[config.mk]
export PLATFORM = sky130hd
export DESIGN_NAME = mem_arbiter_flat
export DESIGN_NICKNAME = d
export VERILOG_FILES = /design/src/rtl/mem_arbiter_if.sv /design/src/rtl/mem_arbiter.sv /design/src/flat_wrapper.sv
export SDC_FILE = /design/constraint.sdc
export NUM_CORES = 1
export LEC_CHECK = 0
export BUFFER_PORTS_ARGS = -buffer_cell sky130_fd_sc_hd__buf_4
export CAP_MARGIN = 20
export CORE_AREA = 2 2 104 106
export DETAILED_ROUTE_END_ITERATION = 10
export DIE_AREA = 0 0 106 108
export PLACE_DENSITY = 0.82
export SYNTH_ARGS = -nofsm -noshare
export SYNTH_HDL_FRONTEND = slang
export SYNTH_SLANG_ARGS = --single-unit
[constraint.sdc]
create_clock -name clk -period 1.8 [get_ports clk]
set_input_delay 0 -clock clk [delete_from_list [all_inputs] [get_ports clk]]
set_output_delay 0 -clock clk [all_outputs]
set_load 0.01 [all_outputs]
[src/rtl/mem_arbiter_if.sv]
// Signal bundle around mem_arbiter: fetch and load/store requesters, their
// responses, and the single-port memory side.
interface mem_arbiter_if #(
  parameter int ADDR_W = 32,
  parameter int DATA_W = 32
);
  logic              if_req;
  logic [ADDR_W-1:0] if_addr;
  logic [DATA_W-1:0] if_rdata;
  logic              if_done;

  logic              d_r;
  logic              d_w;
  logic [ADDR_W-1:0] d_addr;
  logic [DATA_W-1:0] d_wdata;
  logic [DATA_W-1:0] d_rdata;
  logic              d_done;

  logic              mem_en;
  logic              mem_we;
  logic [ADDR_W-1:0] mem_addr;
  logic [DATA_W-1:0] mem_wdata;
  logic [DATA_W-1:0] mem_rdata;

  logic              busy;
  logic              err;

  // master is everything around the arbiter: CPU requesters plus the memory
  modport master (
    output if_req, if_addr, d_r, d_w, d_addr, d_wdata, mem_rdata,
    input  if_rdata, if_done, d_rdata, d_done,
    input  mem_en, mem_we, mem_addr, mem_wdata, busy, err
  );

  modport slave (
    input  if_req, if_addr, d_r, d_w, d_addr, d_wdata, mem_rdata,
    output if_rdata, if_done, d_rdata, d_done,
    output mem_en, mem_we, mem_addr, mem_wdata, busy, err
  );
endinterface

[src/rtl/mem_arbiter.sv]
// Single-port memory arbiter between instruction fetch and load/store.
// One transaction at a time, fixed read latency, registered read data.
//
// state  | meaning
// IDLE   | arbitrate; issue winner combinationally (mem_en pulse)
// WAIT   | read in flight; capture mem_rdata when counter reaches 1
// RESP   | pulse winner's done, then back to IDLE
module mem_arbiter #(
  parameter int ADDR_W     = 32,
  parameter int DATA_W     = 32,
  parameter int MEM_LAT    = 1,
  parameter int STARVE_MAX = 4
) (
  input logic          clk,
  input logic          rst,
  mem_arbiter_if.slave bus
);

  localparam int SC_W = $clog2(STARVE_MAX + 1);

  typedef enum logic [1:0] {
    S_IDLE = 2'd0,
    S_WAIT = 2'd1,
    S_RESP = 2'd2
  } state_t;

  state_t            r_state;
  state_t            w_state_nxt;
  logic [2:0]        r_lat_cnt;
  logic [2:0]        w_lat_cnt_nxt;
  logic [SC_W-1:0]   r_starve_cnt;
  logic [SC_W-1:0]   w_starve_nxt;
  logic              r_win_d;
  logic              w_win_d_nxt;
  logic              r_err;
  logic              w_err_nxt;
  logic [DATA_W-1:0] r_if_rdata;
  logic [DATA_W-1:0] r_d_rdata;

  logic              w_idle;
  logic              w_d_req;
  logic              w_starved;
  logic              w_grant_if;
  logic              w_grant_d;
  logic              w_issue;
  logic              w_is_wr;
  logic              w_bad_access;
  logic              w_capture;
  logic [ADDR_W-1:0] w_sel_addr;

  assign w_idle     = (r_state == S_IDLE);
  assign w_d_req    = bus.d_r | bus.d_w;
  assign w_starved  = bus.if_req & (r_starve_cnt == SC_W'(STARVE_MAX));
  assign w_grant_if = w_idle & bus.if_req & (~w_d_req | w_starved);
  assign w_grant_d  = w_idle & w_d_req & ~w_grant_if;
  assign w_issue    = w_grant_if | w_grant_d;
  // d_r and d_w together resolve to a write
  assign w_is_wr    = w_grant_d & bus.d_w;
  assign w_sel_addr = w_grant_d ? bus.d_addr : bus.if_addr;
  assign w_capture  = (r_state == S_WAIT) & (r_lat_cnt == 3'd1);

  assign w_bad_access = w_issue &
                        ((w_grant_d & bus.d_r & bus.d_w) | (w_sel_addr[1:0] != 2'b00));

  always_comb begin
    w_state_nxt   = r_state;
    w_lat_cnt_nxt = r_lat_cnt;
    w_starve_nxt  = r_starve_cnt;
    w_win_d_nxt   = r_win_d;
    w_err_nxt     = r_err | w_bad_access;
    case (r_state)
      S_IDLE: begin
        if (w_issue) begin
          w_win_d_nxt = w_grant_d;
          if (w_is_wr) begin
            w_state_nxt = S_RESP;
          end else begin
            w_state_nxt   = S_WAIT;
            w_lat_cnt_nxt = 3'(MEM_LAT);
          end
          if (w_grant_d & bus.if_req) begin
            if (r_starve_cnt != SC_W'(STARVE_MAX)) begin
              w_starve_nxt = r_starve_cnt + SC_W'(1);
            end
          end else begin
            w_starve_nxt = '0;
          end
        end
      end
      S_WAIT: begin
        w_lat_cnt_nxt = r_lat_cnt - 3'd1;
        if (r_lat_cnt == 3'd1) begin
          w_state_nxt = S_RESP;
        end
      end
      S_RESP: begin
        w_state_nxt = S_IDLE;
      end
      default: begin
        w_state_nxt = S_IDLE;
      end
    endcase
  end

  always_ff @(posedge clk) begin
    if (rst) begin
      r_state      <= S_IDLE;
      r_lat_cnt    <= '0;
      r_starve_cnt <= '0;
      r_win_d      <= 1'b0;
      r_err        <= 1'b0;
      r_if_rdata   <= '0;
      r_d_rdata    <= '0;
    end else begin
      r_state      <= w_state_nxt;
      r_lat_cnt    <= w_lat_cnt_nxt;
      r_starve_cnt <= w_starve_nxt;
      r_win_d      <= w_win_d_nxt;
      r_err        <= w_err_nxt;
      if (w_capture) begin
        if (r_win_d) begin
          r_d_rdata <= bus.mem_rdata;
        end else begin
          r_if_rdata <= bus.mem_rdata;
        end
      end
    end
  end

  assign bus.mem_en    = w_issue;
  assign bus.mem_we    = w_is_wr;
  assign bus.mem_addr  = w_issue ? {w_sel_addr[ADDR_W-1:2], 2'b00} : '0;
  assign bus.mem_wdata = w_is_wr ? bus.d_wdata : '0;

  assign bus.if_rdata = r_if_rdata;
  assign bus.d_rdata  = r_d_rdata;
  assign bus.if_done  = (r_state == S_RESP) & ~r_win_d;
  assign bus.d_done   = (r_state == S_RESP) & r_win_d;
  assign bus.busy     = ~w_idle;
  assign bus.err      = r_err;

endmodule
[src/flat_wrapper.sv]
// flat-port wrapper written by rule: the top's interface ports become plain ports
module mem_arbiter_flat 
#(
  parameter int ADDR_W     = 32,
  parameter int DATA_W     = 32,
  parameter int MEM_LAT    = 1,
  parameter int STARVE_MAX = 4
)
  (clk, rst, bus_if_req, bus_if_addr, bus_d_r, bus_d_w, bus_d_addr, bus_d_wdata, bus_mem_rdata, bus_if_rdata, bus_if_done, bus_d_rdata, bus_d_done, bus_mem_en, bus_mem_we, bus_mem_addr, bus_mem_wdata, bus_busy, bus_err);
  mem_arbiter_if #(.ADDR_W(ADDR_W), .DATA_W(DATA_W)) bus_i ();
  input logic clk;
  input logic rst;
  input wire logic [$bits(bus_i.if_req)-1:0] bus_if_req;
  input wire logic [$bits(bus_i.if_addr)-1:0] bus_if_addr;
  input wire logic [$bits(bus_i.d_r)-1:0] bus_d_r;
  input wire logic [$bits(bus_i.d_w)-1:0] bus_d_w;
  input wire logic [$bits(bus_i.d_addr)-1:0] bus_d_addr;
  input wire logic [$bits(bus_i.d_wdata)-1:0] bus_d_wdata;
  input wire logic [$bits(bus_i.mem_rdata)-1:0] bus_mem_rdata;
  output wire logic [$bits(bus_i.if_rdata)-1:0] bus_if_rdata;
  output wire logic [$bits(bus_i.if_done)-1:0] bus_if_done;
  output wire logic [$bits(bus_i.d_rdata)-1:0] bus_d_rdata;
  output wire logic [$bits(bus_i.d_done)-1:0] bus_d_done;
  output wire logic [$bits(bus_i.mem_en)-1:0] bus_mem_en;
  output wire logic [$bits(bus_i.mem_we)-1:0] bus_mem_we;
  output wire logic [$bits(bus_i.mem_addr)-1:0] bus_mem_addr;
  output wire logic [$bits(bus_i.mem_wdata)-1:0] bus_mem_wdata;
  output wire logic [$bits(bus_i.busy)-1:0] bus_busy;
  output wire logic [$bits(bus_i.err)-1:0] bus_err;
  assign bus_i.if_req = bus_if_req;
  assign bus_i.if_addr = bus_if_addr;
  assign bus_i.d_r = bus_d_r;
  assign bus_i.d_w = bus_d_w;
  assign bus_i.d_addr = bus_d_addr;
  assign bus_i.d_wdata = bus_d_wdata;
  assign bus_i.mem_rdata = bus_mem_rdata;
  assign bus_if_rdata = bus_i.if_rdata;
  assign bus_if_done = bus_i.if_done;
  assign bus_d_rdata = bus_i.d_rdata;
  assign bus_d_done = bus_i.d_done;
  assign bus_mem_en = bus_i.mem_en;
  assign bus_mem_we = bus_i.mem_we;
  assign bus_mem_addr = bus_i.mem_addr;
  assign bus_mem_wdata = bus_i.mem_wdata;
  assign bus_busy = bus_i.busy;
  assign bus_err = bus_i.err;
  mem_arbiter #(.ADDR_W(ADDR_W), .DATA_W(DATA_W), .MEM_LAT(MEM_LAT), .STARVE_MAX(STARVE_MAX)) u_core (.clk(clk), .rst(rst), .bus(bus_i));
endmodule
==> flow_metrics.env <==
export IMPL_r2r_cells=9
export IMPL_end_kind="primary output"
export IMPL_final_seq_area_um2=1486
export IMPL_status="finished with violations"
export IMPL_cp_required_ps=1800
export IMPL_clock_latency_ps=340
export IMPL_setup_ws_ps=-181.4
export IMPL_portBuffers=264
export IMPL_ioPinCount=267
export IMPL_grt_pass1_wl_mm=23.83
export IMPL_rsz0062_at_grt="yes"
export IMPL_fin_crit_sh=1.101
export IMPL_wl_per_cell_um=17.93
export IMPL_ys_flop_type="dfxtp_1"
export IMPL_netlist_instances=513
export IMPL_design_core_area_um2=10230
export IMPL_area_growth_pct=87.73
export IMPL_min_delay_path_class="input pin to flip-flop"
export IMPL_hold_worst_slack_ps=153.1
export IMPL_startpoint="u_core.r_starve_cnt[0]"
export IMPL_slew_viol_final=0
export IMPL_yosysWarnings=0
export IMPL_path_clk_slew_ps=80
export IMPL_antenna_found_initial=0
export IMPL_numCtsBuffers=9
export IMPL_worst_slew_pin_slew_ps=789.6
export IMPL_setup_violations=63
export IMPL_max_cap_violations=0
export IMPL_finalSetupTns_ps=-7790
export IMPL_relSlewSlack=0.4736
export IMPL_viasPerCell=5.448
export IMPL_synth_seq_cells=74
export IMPL_grt_max_degree=78
export IMPL_drt_iter0_drc=422
export IMPL_placed_area_um2=5841
export IMPL_drive_above_1_share=0.4742
export IMPL_fin_area_um2=7084
export IMPL_r2r_end="u_core.bus.err"
export IMPL_start_util=0.3688
export IMPL_cts_tree="yes"
export IMPL_async_flop_share=0
export IMPL_die_x_um=106
export IMPL_vias=5072
export IMPL_cp_max_fo=9
export IMPL_grt_pass1_vias=4808
export IMPL_nFillCells=808
export IMPL_r2r_start="u_core.r_starve_cnt[0]"
export IMPL_hold_viol_final=0
export IMPL_ys_seq_area_frac=0.3926
export IMPL_synth_commonest_cells="a21oi_1, o21ai_0, nand3_1, dfxtp_1, clkbuf_1"
export IMPL_dieArea_um2=11450
export IMPL_h_tree_depth=3
export IMPL_mappedNetlistArea_um2=3774
export IMPL_fp_row_count=37
export IMPL_detailed_place_hpwl_mm=10.70
export IMPL_total_power_mw=6.032
export IMPL_synth_cell_types=36
export IMPL_clock_path_buffers=2
export IMPL_fin_nets=927
export IMPL_power_leakage_nw=3.030
export IMPL_syn_mean_instance_area_um2=7.356
export IMPL_critPathKind="flip-flop to primary output"
export IMPL_fin_crit_ps=1981
export IMPL_die_height_um=108
export IMPL_postRouteAntennaNets=0
export IMPL_ir_worst_vdd_mv=0.5061
export IMPL_grt_usage=0.2587
export IMPL_fin_skew_ps=10.81
export IMPL_routed_wl_mm=16.70
export IMPL_max_freq_mhz=504.7
export IMPL_violations="setup timing"
export IMPL_multi_input_area_um2=2257
export IMPL_detailedRoute_firstPassIterationCount=8
export IMPL_yosys_area_top_type="dfxtp_1"
export IMPL_start_kind="flip-flop"
export IMPL_synth_edff_count=0
export IMPL_reg2reg_slack_ps=30
export IMPL_powerDensity_nw_per_um2=851.4
export IMPL_cts_sink_count=74
export IMPL_cp_endpoint="bus_mem_addr[29]"
export IMPL_yosysMostFrequentCell="a21oi_1"
export IMPL_yosys_area_top_type_share=0.3926
export IMPL_overflow=0
export IMPL_cp_data_arrival_time_ps=1980
export IMPL_clock_tree_root_cell="clkbuf_8"
export IMPL_antenna_cells=0
export IMPL_gp_congestion=0.9563
export IMPL_drc=0
export IMPL_synth_area_leaders="dfxtp_1, a21oi_1, o21ai_0"
-- critical path, cell delays in order (launching register included) --
cell and delay [ps]:
dfxtp_2 360, inv_2 60, ha_4 160, a311oi_4 300, buf_6 200, buf_12 130, nand3_1 100, a21oi_2 190
buf_4 140
-- sequential cells by signal (all words and copies together) (netlist names) --
| name | count |
|---|---|
| u_core.bus.d_rdata | 32 |
| u_core.bus.if_rdata | 32 |
| u_core.r_lat_cnt | 3 |
| u_core.r_starve_cnt | 3 |
| u_core.r_state | 2 |
| u_core.bus.err | 1 |
| u_core.r_win_d | 1 |
-- cells in the final DEF, fill, tap and decap left out, types with 6 or more instances in the layout --
master and count:
and3_4 28, buf_6 33, dfxtp_1 70, buf_4 245, o21ai_0 95, clkbuf_8 9, a21oi_1 79, and3_1 6
nand3_1 92, dlygate4sd3_1 35, a21oi_2 22, buf_12 8
-- where the power goes --
part	internal (mW)	leakage, nW	switching, mW
clock	0.784	0.103	0.644
sequential	1.72	0.600	0.0690
combinational	1.45	2.33	1.36
-- metrics by stage --
step | setup WS (ps) | util | cells
5_1_grt | -264.0 | 0.6924 | 931
2_1_floorplan | 123.1 | - | 514
6_report | -181.4 | 0.6924 | 931
3_3_place_gp | 126.0 | 0.5709 | 864
3_5_place_dp | 47.38 | 0.5709 | 864
4_1_cts | -173.3 | 0.6507 | 927
-- worst min-delay path by stage --
stage	start	to	slack (ps)	cells after the start
final	bus_d_addr[1]	u_core.bus.err	150	4
after global placement	bus_mem_rdata[16]	u_core.bus.if_rdata[16]	270	3
after floorplan	rst	u_core.bus.err	110	1
after global routing	bus_d_addr[1]	u_core.bus.err	190	4
after detailed placement	bus_mem_rdata[2]	u_core.bus.if_rdata[2]	280	3
after CTS	bus_d_w	u_core.r_state[1]	100	3
-- kinds of logic after synthesis --
group | synth area share
buf+inv | 0.08256
simple gates | 0.2149
fa+ha+maj | 0.01326
other cells | 0.0009937
compound gates | 0.2958
flops | 0.3926
-- per-layer routing --
metal / share of wire / vias to the layer above / track usage / wire length [µm]
li1: - / 2403 / - / -
met1: 0.39 / 2387 / 0.3011 / 6542
met2: 0.51 / 249 / 0.4737 / 8552
met3: 0.071 / 33 / 0.05124 / 1188
met4: 0.025 / 0 / 0.09023 / 413
met5: 0 / - / 0 / 0
-- layout make-up --
cell class	instances	area share
sequential	74	0.2098
clock buffer	10	0.01801
inverter	8	0.004239
tap	136	0.02402
clock inverter	6	0.01254
timing repair buffer	330	0.4128
multi-input combinational	367	0.3186
-- repair_timing --
item	CTS	global route
resized for setup	29	82
hold buffers	35	0
buffers inserted	9	1
endpoints found under the hold margin	67	0
endpoints found under the setup margin	64	73
gates cloned	3	4
pin swaps	6	28
(Power assumes the default switching activity.)
